<file path="config.mk">
export PLATFORM = sky130hd
export DESIGN_NAME = game_ctrl
export DESIGN_NICKNAME = d
export VERILOG_FILES = /design/src/rtl/game_ctrl.sv
export SDC_FILE = /design/constraint.sdc
export NUM_CORES = 1
export LEC_CHECK = 0
export BUFFER_PORTS_ARGS = -buffer_cell sky130_fd_sc_hd__buf_2
export CORE_ASPECT_RATIO = 1.2
export CORE_UTILIZATION = 30
export DETAILED_ROUTE_END_ITERATION = 7
export PLACE_DENSITY_LB_ADDON = 0.08
export SKIP_CTS_REPAIR_TIMING = 1
export SLEW_MARGIN = 20
export SYNTH_ARGS = -nofsm -noshare
export SYNTH_HDL_FRONTEND = slang
export SYNTH_SLANG_ARGS = --single-unit
export TNS_END_PERCENT = 1
</file>
<file path="constraint.sdc">
create_clock -name clka -period 14.4 [get_ports clka]
set_input_delay 0.72 -clock clka [delete_from_list [all_inputs] [get_ports clka]]
set_output_delay 0.72 -clock clka [all_outputs]
set_load 0.01 [all_outputs]
</file>
<file path="src/rtl/game_ctrl.sv">
// Game sequencer: FSM, datapath feedback registers, button edge capture,
// gravity tick, saturating score and game-over detection.
module game_ctrl #(
  parameter int DROP_TICKS = 16,
  parameter int SCORE_W    = 8
) (
  input  logic               clka,
  input  logic               restart,
  input  logic               btn_left,
  input  logic               btn_right,
  input  logic               btn_rotate,
  input  logic               touched,
  input  logic               error_in,
  input  logic [31:0]        board_dp,
  input  logic [4:0]         location_dp,
  input  logic [1:0]         rotation_dp,
  output logic [2:0]         state,
  output logic [2:0]         old_state,
  output logic [1:0]         move,
  output logic               drop,
  output logic [31:0]        board_out,
  output logic [4:0]         location_out,
  output logic [1:0]         rotation_out,
  output logic [SCORE_W-1:0] score,
  output logic               game_over
);

  typedef enum logic [2:0] {
    S_GEN      = 3'd0,
    S_MOVE     = 3'd1,
    S_LAND     = 3'd2,
    S_CLEAR    = 3'd3,
    S_NEWBOARD = 3'd4,
    S_GAMEOVER = 3'd5
  } state_t;

  localparam int TW = $clog2(DROP_TICKS);

  state_t               r_state, r_old, w_next;
  logic [TW-1:0]        r_tick;
  logic [2:0]           r_prev, r_pend, w_clr, w_btn, w_rise;
  logic                 r_gap;
  logic [1:0]           w_move;
  logic                 w_drop;
  logic [31:0]          r_board;
  logic [4:0]           r_loc;
  logic [1:0]           r_rot;
  logic [SCORE_W-1:0]   r_score;

  function automatic logic [3:0] count_full(input logic [31:0] b);
    logic [3:0] n;
    n = 4'd0;
    for (int r = 0; r < 8; r++)
      if (b[4*r +: 4] == 4'hF) n = n + 4'd1;
    return n;
  endfunction

  function automatic logic [SCORE_W-1:0] sat_add(input logic [SCORE_W-1:0] s,
                                                 input logic [3:0] n);
    logic [SCORE_W+4:0] sum;
    sum = {5'd0, s} + {{(SCORE_W+1){1'b0}}, n};
    if (sum > {5'd0, {SCORE_W{1'b1}}}) return {SCORE_W{1'b1}};
    return sum[SCORE_W-1:0];
  endfunction

  assign w_btn  = {btn_rotate, btn_right, btn_left};
  assign w_rise = w_btn & ~r_prev;
  assign w_drop = (r_state == S_MOVE) && (r_tick == TW'(DROP_TICKS - 1));

  always_comb begin
    w_next = r_state;
    w_move = 2'd0;
    w_clr  = 3'b000;
    case (r_state)
      S_GEN:  w_next = S_MOVE;
      S_MOVE: begin
        // r_gap forces an idle cycle after every issued move
        if (!r_gap) begin
          if (r_pend[0]) begin
            w_move = 2'd1;
            w_clr  = 3'b001;
          end else if (r_pend[1]) begin
            w_move = 2'd2;
            w_clr  = 3'b010;
          end else if (r_pend[2]) begin
            w_move = 2'd3;
            w_clr  = 3'b100;
          end
        end
        if (touched) w_next = S_LAND;
      end
      S_LAND:     w_next = S_CLEAR;
      S_CLEAR:    w_next = S_NEWBOARD;
      S_NEWBOARD: w_next = ((board_dp[31:28] != 4'h0) || error_in) ? S_GAMEOVER : S_GEN;
      S_GAMEOVER: w_next = S_GAMEOVER;
      default:    w_next = S_GEN;
    endcase
  end

  always_ff @(posedge clka) begin
    if (restart) begin
      r_state <= S_GEN;
      r_old   <= S_GEN;
      r_tick  <= '0;
      r_prev  <= 3'b000;
      r_pend  <= 3'b000;
      r_gap   <= 1'b0;
      r_board <= 32'd0;
      r_loc   <= 5'd0;
      r_rot   <= 2'd0;
      r_score <= '0;
    end else begin
      r_state <= w_next;
      r_old   <= r_state;
      r_prev  <= w_btn;
      r_gap   <= (w_move != 2'd0);
      if (w_next == S_GEN) r_pend <= 3'b000;
      else                 r_pend <= (r_pend & ~w_clr) | w_rise;
      if (r_state == S_GEN) r_tick <= '0;
      else if (r_state == S_MOVE)
        r_tick <= w_drop ? '0 : r_tick + TW'(1);
      if (r_state inside {S_MOVE, S_LAND, S_CLEAR, S_NEWBOARD}) r_board <= board_dp;
      if (r_state == S_MOVE) begin
        r_loc <= location_dp;
        r_rot <= rotation_dp;
      end
      if (r_state == S_LAND) r_score <= sat_add(r_score, count_full(board_dp));
    end
  end

  assign state        = r_state;
  assign old_state    = r_old;
  assign move         = w_move;
  assign drop         = w_drop;
  assign board_out    = r_board;
  assign location_out = r_loc;
  assign rotation_out = r_rot;
  assign score        = r_score;
  assign game_over    = (r_state == S_GAMEOVER);

endmodule

</file>
==> results.cfg <==
[setup_path]
r2r_end = score[6]
start_kind = input pin
cp.arrival_ns = 5.78
crit_required_ns = 14.59
crit_path_top_delay_cell = ha_1
r2r_cells = 9
crit_top_cell = ha_1
critPathKind = in2reg
r2r-start = score[0]
crit_fanout = 10
cp_slowest_stage_delay_ns = 0.42
regToRegSetupSlack_ns = 12.25
endpoint_kind = flip-flop

[clock_network]
clk_latency_ns = 0.33
root_buffer = clkbuf_16
cts_tree = done
cts_buffers = 9
htree_num_levels = 3
cts_buffer_depth = 2
clock-sinks = 64
clk_pin_slew_ns = 0.05

[timing]
drv_slew = 0
max_freq_ghz = 0.179
rsz0062_at_grt = no
slew_headroom_pct = 53.9
layout_setup_ws_ns = 8.81
min_period_ns = 5.59
finalHoldViolCount = 0
fin_skew_ns = 0.00460
fin_crit_sh_pct = 38.8
worst_pin_slew_ns = 0.691
holdWs_ns = 0.447
setup_viol = 0
setup_tns_ns = 0

[logic_synthesis]
synth_seq_area_share_pct = 39.6
yosysWarnings = 0
synthCells = 406
synth-async-reset-ratio_pct = 0
synth_edf_count = 0
ys_ff_latch = 64
synthFlopType = dfxtp_1
syn_avg_cell_area_um2 = 7.97
synth_fp_nets = 467
netlist-cell-type-count = 47
syn_area_um2 = 3230

[grt]
grt_pass1_vias = 2789
grt.total_usage_pct = 15.9
grt_pass1_wl_um = 13900
antenna_found_initial = 0
grt_max_degree = 60
overflow = 0

[power_and_ir_drop]
total_leakage_power_nw = 1.88
total_power_w = 0.000493
peakVddDrop_v = 0.0000544
cellPowerDensity_nw_per_um2 = 119

[die]
core-area_um2 = 10500
die_w_um = 96.8
dieArea_um2 = 11200
start_util_pct = 30.8
fp-row-count = 41
die_h_um = 116
io_pins = 103

[outcome]
run_status = finished clean

[route]
wl_met2_um = 4190
viasPerCell = 4.83
routed_wl_um = 8730
postRouteAntennaNets = 0
wire_per_inst_um = 13.7
drcViolationCount = 0
vias = 3070
wl_met3_um = 483
highest_layer = met4
drt-met1-wl_um = 3860
drt_first_pass_iters = 4
first_iter_violations = 77

[cells_and_area]
syn_to_final_growth_pct = 28.2
finalInstanceArea_um2 = 4150
fillers = 1120
layout-drive-gt1-share_pct = 25.8
diodes = 0
fin_nets = 563
ff_latch_area_um2 = 1280
multi_input_area_um2 = 1830

[hold_path]
hp-start = board_out[5]
holdPathStages = 2
holdPathEnd = board_out[5]
hold_class = reg2reg

[placement]
io_buffers = 102
globalplace.congestion = 0.786
hpwlAfterDp_um = 6460
dp_slack_ns = 8.48
placed_cell_area_um2 = 3850

[job]
maxCapViolCount = 0
sequential cells by signal (all words and copies together) (netlist names), 2 cells and up:
signal        cells
state             3
board_out        32
score             8
r_pend            3
r_prev            3
location_out      5
r_tick            4
rotation_out      2
old_state         3
logic make-up (layout without fill, tap and decap cells):
group           count (synthesis)  in the layout  synth area share [%]
simple gates                  177            177                  25.0
compound gates                 95             95                  16.8
flops                          64             64                  39.6
buf+inv                        32            133                  4.22
xor+xnor                       20             20                  7.35
fa+ha+maj                      15             15                  6.03
mux                             3              3                  1.04
layout make-up:
type	count	area share (%)
Clock inverter	7	1.72
Clock buffer	9	5.43
Sequential cell	64	30.9
Tap cell	129	3.89
Timing Repair Buffer	104	12.7
Multi-Input combinational cell	310	44.2
Inverter	13	1.18
worst max-delay path by stage:
stage | end | cells after the start | slack, ns | start
after detailed placement | score[6] | 28 | 8.48 | board_dp[3]
after CTS | score[6] | 28 | 8.80 | board_dp[3]
after global placement | score[6] | 25 | 8.63 | board_dp[3]
after floorplan | score[6] | 25 | 9.11 | board_dp[3]
after global routing | score[5] | 28 | 8.34 | board_dp[6]
final | score[6] | 28 | 8.81 | board_dp[3]
routing by layer:
metal  global-route usage, %  vias to the layer above
met5                       0                        -
met4                    7.56                        0
met3                    5.19                       14
met2                    27.5                       85
met1                    17.9                     1400
li1                        -                     1571
through the flow:
step,instances,utilization [%]
detailed placement,620,36.6
finish,636,39.4
floorplan,406,-
global placement,620,36.6
global route,636,39.4
CTS,636,39.4
synth_stat cells (4+ instances only):
cell type	instances	area share [%]
nor2b_1	15	2.9
nor3_1	7	1.1
xnor2_1	12	3.2
clkbuf_1	15	1.7
inv_1	13	1.5
xor2_1	4	1.1
a31oi_1	4	0.77
nand3_1	5	0.77
nand4_1	7	1.4
nand2_1	100	12
and4_1	5	1.4
dfxtp_1	64	40
a21o_1	5	1.2
nor2_1	24	2.8
a21oi_1	64	9.9
o21ai_0	9	1.4
ha_1	14	5.4
power breakdown:
| group | leakage, nW | internal [W] | switching (W) | total (W) |
|---|---|---|---|---|
| logic | 1.21 | 0.0000312 | 0.0000478 | 0.0000790 |
| registers | 0.525 | 0.000190 | 0.00000716 | 0.000197 |
| clock network | 0.150 | 0.000134 | 0.0000831 | 0.000217 |
| total | 1.88 | 0.000355 | 0.000138 | 0.000493 |
worst max-delay path, delay by kind of cell:
kind / cells / cell delay, ns
AO/OA/AOI/OAI: 6 / 1.07
XOR/XNOR: 4 / 0.62
AND/OR/NAND/NOR: 9 / 1.36
adder cells (fa/ha/maj): 5 / 1.52
multiplexers: 1 / 0.24
buffers and inverters: 3 / 0.22
layout by cell type, fill, tap and decap left out, types with 4 or more instances in the layout:
cell / synthesis / layout
a21o_1: 5 / 5
a21oi_1: 64 / 64
a31oi_1: 4 / 4
and4_1: 5 / 5
buf_2: 1 / 101
clkbuf_16: 0 / 9
dfxtp_1: 64 / 64
ha_1: 14 / 14
inv_1: 13 / 13
nand2_1: 100 / 100
nand3_1: 5 / 5
nand4_1: 7 / 7
nor2_1: 24 / 24
nor2b_1: 15 / 15
nor3_1: 7 / 7
o21ai_0: 9 / 9
xnor2_1: 12 / 11
Power figures use the tool's default switching activity.
